**config.mk**
```make
export PLATFORM = sky130hd
export DESIGN_NAME = ex_mem_skid_stage
export DESIGN_NICKNAME = d
export VERILOG_FILES = /design/src/rtl/ex_mem_skid_stage.sv
export SDC_FILE = /design/constraint.sdc
export NUM_CORES = 1
export LEC_CHECK = 0
export CAP_MARGIN = 15
export CORE_MARGIN = 10
export CORE_UTILIZATION = 50
export DETAILED_ROUTE_END_ITERATION = 6
export GPL_TIMING_DRIVEN = 0
export PLACE_DENSITY = 0.84
export SYNTH_ARGS = -nofsm -noshare
export SYNTH_HDL_FRONTEND = slang
export SYNTH_SLANG_ARGS = --single-unit
```
**constraint.sdc**
```tcl
create_clock -name clk -period 40.8 [get_ports clk]
set_clock_uncertainty 0.2 [all_clocks]
set_input_delay 8.16 -clock clk [delete_from_list [all_inputs] [get_ports clk]]
set_output_delay 8.16 -clock clk [all_outputs]
set_load 0.05 [all_outputs]
```
**src/rtl/ex_mem_skid_stage.sv**
```systemverilog
`default_nettype none
// ============================================================================
// Module   : ex_mem_skid_stage
// Brief    : EX->MEM pipeline stage with valid/ready handshake, synchronous
//            flush, optional two-entry skid buffer and a saturating stall
//            counter. Scalar and vector-lane payloads travel as one packed
//            word; side-effect controls are gated by the head valid bit.
// Revision : 1.0 - initial release
// ============================================================================
module ex_mem_skid_stage #(
    parameter int XLEN   = 32,
    parameter int LANES  = 3,
    parameter int LANE_W = 16,
    parameter int RA_W   = 5,
    parameter int SKID   = 1,
    parameter int CNT_W  = 16
) (
    input  logic                    clk,
    input  logic                    rst,
    input  logic                    flush,
    input  logic                    in_valid,
    output logic                    in_ready,
    input  logic [1:0]              in_mem_to_reg,
    input  logic                    in_mem_write,
    input  logic                    in_reg_write,
    input  logic                    in_vreg_write,
    input  logic [XLEN-1:0]         in_pc,
    input  logic [XLEN-1:0]         in_alu,
    input  logic [XLEN-1:0]         in_rs2,
    input  logic [XLEN-1:0]         in_imm,
    input  logic [RA_W-1:0]         in_rd,
    input  logic [RA_W-1:0]         in_vd,
    input  logic [LANES*LANE_W-1:0] in_valu,
    input  logic [LANES*LANE_W-1:0] in_vrs2,
    output logic                    out_valid,
    input  logic                    out_ready,
    output logic [1:0]              out_mem_to_reg,
    output logic                    out_mem_write,
    output logic                    out_reg_write,
    output logic                    out_vreg_write,
    output logic [XLEN-1:0]         out_pc,
    output logic [XLEN-1:0]         out_alu,
    output logic [XLEN-1:0]         out_rs2,
    output logic [XLEN-1:0]         out_imm,
    output logic [RA_W-1:0]         out_rd,
    output logic [RA_W-1:0]         out_vd,
    output logic [LANES*LANE_W-1:0] out_valu,
    output logic [LANES*LANE_W-1:0] out_vrs2,
    output logic [1:0]              occ,
    output logic [CNT_W-1:0]        stall_cnt
);

    localparam int               c_VEC_W   = LANES * LANE_W;
    localparam int               c_PL_W    = 5 + 4 * XLEN + 2 * RA_W + 2 * c_VEC_W;
    localparam logic [CNT_W-1:0] c_CNT_MAX = '1;

    logic [c_PL_W-1:0] w_in_pl;
    logic [c_PL_W-1:0] r_m_pl;
    logic              r_m_valid;
    logic              w_s_valid;
    logic              w_accept;
    logic              w_drain;
    logic              w_m_mem_write;
    logic              w_m_reg_write;
    logic              w_m_vreg_write;
    logic [CNT_W-1:0]  r_stall_cnt;

    // Whole entry moves as one word so both storage slots stay identical.
    assign w_in_pl = {in_mem_to_reg, in_mem_write, in_reg_write, in_vreg_write,
                      in_pc, in_alu, in_rs2, in_imm, in_rd, in_vd,
                      in_valu, in_vrs2};

    assign w_accept = in_valid && in_ready;
    assign w_drain  = r_m_valid && out_ready;

    generate
        if (SKID != 0) begin : g_skid
            logic              r_s_valid;
            logic [c_PL_W-1:0] r_s_pl;

            // in_ready comes straight off the skid valid flop, so out_ready
            // never reaches in_ready combinationally.
            assign in_ready  = !r_s_valid;
            assign w_s_valid = r_s_valid;

            // Two-slot FIFO: head refills from skid first, overflow parks in skid.
            always_ff @(posedge clk or posedge rst) begin
                if (rst) begin
                    r_m_valid <= 1'b0;
                    r_m_pl    <= '0;
                    r_s_valid <= 1'b0;
                    r_s_pl    <= '0;
                end else if (flush) begin
                    r_m_valid <= 1'b0;
                    r_s_valid <= 1'b0;
                end else if (!r_m_valid || w_drain) begin
                    if (r_s_valid) begin
                        r_m_pl    <= r_s_pl;
                        r_m_valid <= 1'b1;
                        r_s_valid <= w_accept;
                        if (w_accept) begin
                            r_s_pl <= w_in_pl;
                        end
                    end else begin
                        r_m_valid <= w_accept;
                        if (w_accept) begin
                            r_m_pl <= w_in_pl;
                        end
                    end
                end else if (w_accept) begin
                    r_s_pl    <= w_in_pl;
                    r_s_valid <= 1'b1;
                end
            end
        end else begin : g_direct
            // Single slot: free to take a new entry whenever the head leaves.
            assign in_ready  = !r_m_valid || out_ready;
            assign w_s_valid = 1'b0;

            // Head register loads on accept, empties on an unreplaced drain.
            always_ff @(posedge clk or posedge rst) begin
                if (rst) begin
                    r_m_valid <= 1'b0;
                    r_m_pl    <= '0;
                end else if (flush) begin
                    r_m_valid <= 1'b0;
                end else if (w_accept) begin
                    r_m_valid <= 1'b1;
                    r_m_pl    <= w_in_pl;
                end else if (w_drain) begin
                    r_m_valid <= 1'b0;
                end
            end
        end
    endgenerate

    assign {out_mem_to_reg, w_m_mem_write, w_m_reg_write, w_m_vreg_write,
            out_pc, out_alu, out_rs2, out_imm, out_rd, out_vd,
            out_valu, out_vrs2} = r_m_pl;

    // A bubble must never trigger a store or a register write in MEM/WB.
    assign out_mem_write  = w_m_mem_write  & r_m_valid;
    assign out_reg_write  = w_m_reg_write  & r_m_valid;
    assign out_vreg_write = w_m_vreg_write & r_m_valid;

    assign out_valid = r_m_valid;
    assign occ       = {1'b0, r_m_valid} + {1'b0, w_s_valid};
    assign stall_cnt = r_stall_cnt;

    // Count cycles MEM refuses a valid head; survives flush, sticks at max.
    always_ff @(posedge clk or posedge rst) begin
        if (rst) begin
            r_stall_cnt <= '0;
        end else if (r_m_valid && !out_ready && (r_stall_cnt != c_CNT_MAX)) begin
            r_stall_cnt <= r_stall_cnt + 1'b1;
        end
    end

endmodule
`default_nettype wire

```
---- After elaboration in Yosys (flattened, before gate mapping) ----
Cells that the tools add are included.
storage, ports and cells
  input port bits ......................... 244
  output and inout bits ................... 259
  flip-flop bits (word level) ............. 496
cells by class
  reduce and logical (&&, ||, !) cells .... 13
  mux-type cells .......................... 12
  bitwise logic cells ..................... 4
  equal/unequal tests ..................... 2
  $add $sub $neg .......................... 2
operator list
  operator               number
  $mux 239               5
  $add 16x1->16 const B  1
  $ne 16x16->1 const B   1
  $mux 1                 7
  $logic_and 1x1->1      4
  $reduce_bool 2->1      2
  $and 1x1->1            3
  $logic_not 1->1        3
  $reduce_and 3->1       1
  $reduce_bool 3->1      1
  $add 1x1->2            1
  $ne 2x2->1 const B     1
  $reduce_and 2->1       1
  $logic_or 1x1->1       1
  $not 1->1              1

---- Longest topological paths before layout ----
Gate-level depths: netlist of the first run.
  word-level depth ........................ 5
  gate-level depth with buffers ........... 8

---- Worst setup path after synthesis of the first run ----
Ideal clock, no wire load.
  path type ............................... register -> output
  from .................................... reg r_m_valid, in the netlist out_valid
  to ...................................... out occ[0]
  setup slack ............................. 31193 ps
  arrival ................................. 1247 ps
  data required time ...................... 32440 ps
  buffers on the path ..................... 0
  cell stages (with the launch flop) ...... 2
  path through ............................ dfrtp_1 -> ha_1
between the ends
  longest elaborated chain between the ends .. 1
ends and longest elaborated chain
  what                    RTL line  text
  from (decl)             59        logic r_m_valid;
  from (signal assigned)  105       r_m_valid <= w_accept;
  $add 1x1->2             147       assign occ = {1'b0, r_m_valid} + {1'b0, w_s_valid};
  to (decl)               49        output logic [1:0] occ,
No other way between the ends.

---- Worst setup path after layout of the first run ----
  from .................................... reg g_skid.r_s_valid
  to ...................................... out in_ready
between the ends
  longest elaborated chain between the ends .. 1
ends and longest elaborated chain
  what                    RTL line  text
  from (decl)             78        logic r_s_valid;
  from (signal assigned)  100       r_s_valid <= w_accept;
  $logic_not 1->1         83        assign in_ready = !r_s_valid;
  to (decl)               22        output logic in_ready,
No other way between the ends.

==> metrics.txt, run 1 <==
Critical Path Max Stage Delay 0.71 ns; detailed-routing iteration count for the pre-antenna-repair pass 5; global-route wire length before repair 99.8 mm; count of routing violations after the opening detailed-route iteration 905; result of the run finished, final reports clean; hpwl dp 48.0 mm; drt via density 5.25; most frequent cell on the critical path buf_2; Final Critical Period 11.29 ns; number of global-route vias before repair 17300; Synth cell types 29; total of cells resized after clock tree synthesis 0; cell type of the slowest stage on the worst timing path clkdlybuf4s50_1; largest delay contributor family on the critical path buffers and inverters; clock tree from TritonCTS yes; depth of the worst register-to-register path 7; launch point of the critical path g_skid.r_s_valid; post-route fraction of the period consumed by the critical path 0.277; die area 53500 sq um; area added between synthesis and finish 34.0%; netlist area before placement 22300 sq um; RSZ-0062 raised after global routing no; fraction of final layout cells with drive strength greater than 1 0.270; share of cell area taken by muxes after synthesis 0.228; Avg Synthesized Cell Area 12.0 sq um; Final Slew Violations 0; fmax 0.0885 GHz; worst path buffer plus inverter count 5; category of the worst setup path launch point flop; Leakage Power 12.7 nW; worst slew margin relative to its limit 0.454; Core Box Area 44200 sq um; Reg-to-Reg Start out_valid; Stages on worst setup path 5; power density over the cells 53.4 nW/um^2; count of vias placed by the detailed router 16100; capturing point of the worst reg2reg path r_m_pl[66]; final routed DRC violation total 0; total negative slack 0 ns; average wire per cell in the routed design 21.4 um; DRT antenna net count 0; ports placed on the boundary 503; overall global routing resource usage 0.237; most common cell after layout, fill and taps aside clkdlybuf4s50_1; register clock-pin slew on the reported worst setup and hold paths 0.06 ns; overall routed net length 65.4 mm; port bufs 502; critical-path cell list buf_2, clkbuf_1, buf_2, inv_1, clkdlybuf4s50_1; Post-CTS Hold Buffers 0; synthesized-area fraction occupied by ao, oa, aoi and oai cells 0.0541; critical path capture point in_ready; height of the die 231 um; total congestion overflow 0; pin count of the biggest net entering global routing 137; worst-path maximum fanout 10; post-route total power 1.60 mW; number of buffers inserted during clock tree synthesis 53; Peak supply drop 0.0511 mV; top area cells in the synthesized netlist dfrtp_1 (56%), mux2_2 (12%), mux2i_1 (11%); number of buffers on the longest clock path 3; slew at the pin closest to its max-slew limit 0.819 ns; fraction of post-synthesis cell area in the top cell type by area 0.555; total setup violations reported at the end of the flow 0; required time at the worst-slack endpoint 32.44 ns; leading cell types in the layout, fill and taps excluded clkdlybuf4s50_1 (502), dfrtp_1 (496), nor2_1 (242), a21oi_1 (240); Root Driver clkbuf_16; gate count after technology mapping 1859; initial core utilization 0.505; FP Rows 77; share of the yosys chip area belonging to registers 0.555; adder and majority gate portion of the synthesized area 0.00112; xor/xnor cell area share of the yosys netlist 0.00588; number of levels the H-tree was split into 2; critical path start-end classification reg -> out; final estimated routing congestion in global placement 0.852; post-CTS setup buffer count 0; antenna violations before repair 17; Skew-Pair Late Insertion Delay 0.57 ns; cell taking the most area after synthesis dfrtp_1; clock sink count 496; data arrival time at the worst-slack endpoint 2.93 ns; width of the die 231 um; Yosys warnings 0; kind of path behind the tightest hold check reg -> reg; Simple-Gate Fraction of Synth Area 0.0516; total count of hold-check failures in the final report 0; register-to-register setup slack 38.30 ns; maximum capacitance violations 0; combinational family with the most area after synthesis multiplexers; flop and latch count out of synthesis 496; endpoint type of the worst setup path output pin; final layout net count 2666; Net Count, Synth 2105
## cell type report
type,count,area (sq um)
inverter,4,22.5
clock buffer,80,1580
clock inverter,9,105
tap,592,741
sequential,496,12400
fill,3094,14300
buffer,343,2300
multi-input combinational,1016,7620
antenna,15,37.5
timing repair buffer,506,5130
## metrics by stage
step / cell area, sq um / setup slack [ns] / hold slack (ns) / util / cells
after floorplan: 22300 / 18.59 / 0.279 / - / 1859
after global placement: 28100 / 13.49 / 0.286 / 0.636 / 2953
after detailed placement: 28200 / 30.05 / 0.291 / 0.638 / 2957
after CTS: 29900 / 29.42 / 0.306 / 0.676 / 3046
after global routing: 29900 / 29.36 / 0.312 / 0.677 / 3059
final: 29900 / 29.51 / 0.301 / 0.677 / 3061
## where the power goes
part | switching (mW) | internal, mW | total [mW]
clock network | 0.191 | 0.277 | 0.468
registers | 0.0579 | 0.595 | 0.653
logic | 0.267 | 0.212 | 0.479
## worst reg2reg max path, delay by kind of cell, from the launching register on
kind	cells	cell delay [ns]
compound gates	1	0.15
buf+inv	3	1.08
flops	1	0.46
simple gates	3	0.52
## logic make-up (layout without fill, tap and decap cells)
logic type,count (synthesis),after routing
AOI/OAI and AO/OA,241,241
muxes,479,479
adders and majority gates,2,2
and+or+nand+nor,279,279
buffers and inverters,347,942
other,0,15
xor gates and xnor gates,15,15
DFF,496,496
## how the worst min path moves through the flow
stage / cells after the start / endpoint / startpoint
after floorplan: 1 / g_skid.r_s_pl[205] / g_skid.r_s_pl[205]
after global placement: 1 / g_skid.r_s_pl[235] / g_skid.r_s_pl[235]
after detailed placement: 1 / stall_cnt[5] / stall_cnt[5]
after CTS: 1 / g_skid.r_s_pl[236] / g_skid.r_s_pl[236]
after global routing: 1 / g_skid.r_s_pl[92] / g_skid.r_s_pl[92]
final: 1 / g_skid.r_s_pl[236] / g_skid.r_s_pl[236]
## registers in the layout (all words and copies together), names as in the netlist
register and cells:
g_skid.r_s_pl 239, g_skid.r_s_valid 1, out_valid 1, r_m_pl 239, stall_cnt 16
## layer usage
layer  GRT usage  up-vias  wire (um)
met4       0.102        6       2330
li1            -     7260          -
met2       0.408      503      33800
met5           0        -         36
met1       0.279     8189      25100
met3      0.0555      126       4210
## synth_stat cells (all sizes together)
cell type	n
clkbuf	11
nor3	3
a311oi	1
and3	4
or4b	1
buf	332
and2	5
nand4b	1
xnor2	15
nand3	9
and4	1
nor2	242
mux2	240
inv	4
nand2	3
mux2i	239
nand4	8
a21oi	240
ha	2
and2b	1
dfrtp	496
nand2b	1
(Power assumes the default switching activity.)
==> run 2, diff against run 1 <==
clock period = 11.7 ns   (was 40.8 ns; I/O delays follow)
==> metrics.txt, run 2 (synthesis gave the netlist of run 1 again) <==
post-CTS setup buffer count 0 (unchanged); # placed instances 2966 (+0.30%); Core Box Area 44200 sq um (unchanged); maximum capacitance violations 0 (unchanged); width of the die 231 um (unchanged); FILL cells 3070 (-0.78%); kind of path behind the tightest hold check reg -> reg; worst slew margin relative to its limit 0.454 (about the same); total congestion overflow 0 (unchanged); drt via density 5.29 (+0.60%); Worst Hold Margin 0.304 ns (+0.00306 ns); Reg-to-Reg Start out_valid; number of buffers inserted during clock tree synthesis 52 (-1.9%); worst-path maximum fanout 10 (unchanged); post-route non-filler standard cell count 3067 (+0.20%); critical path start-end classification reg -> out; number of buffers on the longest clock path 3 (unchanged); launch point of the critical path g_skid.r_s_valid; cell type of the slowest stage on the worst timing path clkdlybuf4s50_1; startpoint of the lowest-slack hold path g_skid.r_s_pl[167]; final routed DRC violation total 0 (unchanged); overall routed net length 66.0 mm (+0.93%); critical-path cell list buf_2, clkbuf_1, buf_2, inv_1, clkdlybuf4s50_1; post-route fraction of the period consumed by the critical path 0.466; port bufs 502 (unchanged); detailed-routing iteration count for the pre-antenna-repair pass 5 (unchanged); number of global-route vias before repair 17600 (+1.5%); global-route wire length before repair 100 mm (+0.74%); Final Slew Violations 0 (unchanged); pin count of the biggest net entering global routing 44 (-68%); count of routing violations after the opening detailed-route iteration 1094 (+21%); hpwl dp 48.9 mm (+1.8%); register-to-register setup slack 9.26 ns (-29.04 ns); category of the worst setup path launch point flop; power density over the cells 185 nW/um^2 (+250%); clock sink count 496 (unchanged); most frequent cell on the critical path buf_2; number of levels the H-tree was split into 2 (unchanged); count of vias placed by the detailed router 16200 (+0.80%); Final Critical Period 5.45 ns; total setup violations reported at the end of the flow 0 (unchanged); data arrival time at the worst-slack endpoint 2.91 ns (-0.02 ns); slew at the pin closest to its max-slew limit 0.819 ns (-0.000472 ns); result of the run finished, final reports clean; depth of the worst register-to-register path 7 (unchanged); fraction of final layout cells with drive strength greater than 1 0.270 (about the same); height of the die 231 um (unchanged); FP Rows 77 (unchanged); Hold Path End g_skid.r_s_pl[167]; Critical Path Max Stage Delay 0.71 ns (about the same); Post-CTS Hold Buffers 0 (unchanged); average wire per cell in the routed design 21.5 um (+0.74%); area added between synthesis and finish 34.4%; fmax 0.183 GHz; Worst Hold Path Cells 1 (unchanged); clock tree from TritonCTS yes; required time at the worst-slack endpoint 9.16 ns (-23.28 ns); DRT antenna net count 0 (unchanged); final layout net count 2674 (+0.30%); Peak supply drop 0.148 mV (+190%); Leakage Power 12.7 nW (+0.23%); final design utilization 0.679 (+0.00187); capturing point of the worst reg2reg path r_m_pl[76]; die area 53500 sq um (unchanged); most common cell after layout, fill and taps aside clkdlybuf4s50_1; ports placed on the boundary 503 (unchanged); RSZ-0062 raised after global routing no; total of cells resized after clock tree synthesis 0 (unchanged); Root Driver clkbuf_16; final estimated routing congestion in global placement 0.853 (+0.18%); antenna violations before repair 15 (-2); leading cell types in the layout, fill and taps excluded clkdlybuf4s50_1 (502), dfrtp_1 (496), nor2_1 (242), a21oi_1 (240); register clock-pin slew on the reported worst setup and hold paths 0.06 ns (about the same); endpoint type of the worst setup path output pin; Skew-Pair Late Insertion Delay 0.58 ns (about the same); overall global routing resource usage 0.239 (+0.00183); total count of hold-check failures in the final report 0 (unchanged); initial core utilization 0.505 (unchanged)
[run 2: metal layers]
| layer | track usage | share of wire | routed length (um) |
|---|---|---|---|
| met4 | 0.108 | 0.040 | 2630 |
| met1 | 0.275 | 0.38 | 25400 |
| met2 | 0.413 | 0.51 | 33800 |
| met5 | 0 | 0.00051 | 34 |
| met3 | 0.0592 | 0.063 | 4160 |
[run 2: worst max path at each step]
stage,to,slack (ns),cells past startpoint
after detailed placement,in_ready,6.80,5
after CTS,in_ready,6.17,5
final,in_ready,6.25,5
after global placement,stall_cnt[6],-0.43,2
after global routing,in_ready,6.07,5
after floorplan,g_skid.r_s_pl[0],2.43,1
[run 2: where the power goes]
part,internal [mW],switching (mW),total (mW)
sequential,2.07,0.205,2.28
clock,0.937,0.665,1.60
combinational,0.744,0.937,1.68
total,3.75,1.81,5.56
[run 2: per-stage QoR]
step / power, mW / setup TNS (ns) / area (sq um) / worst slack [ns]
final: 5.56 / 0 / 30000 / 6.25
after global routing: 5.78 / 0 / 30000 / 6.07
after CTS: 5.60 / 0 / 30000 / 6.17
after detailed placement: 3.98 / 0 / 28400 / 6.80
after global placement: 3.90 / -192.58 / 28100 / -0.433
after floorplan: 3.40 / 0 / 22300 / 2.43
[run 2: layout make-up]
class,count,area (sq um),share of cell area
sequential,496,12400,0.413
multi-input combinational,1016,7620,0.254
timing repair buffer,515,5290,0.176
buffer,343,2300,0.0766
clock buffer,82,1540,0.0511
tap,592,741,0.0247
clock inverter,7,91.3,0.00304
antenna,12,30.0,0.00100
inverter,4,18.8,0.000625
[run 2: critical path: cells and delay by family, from the launching register on]
family | cells | cell delay [ns]
buffers and inverters | 5 | 1.95
flip-flops | 1 | 0.38
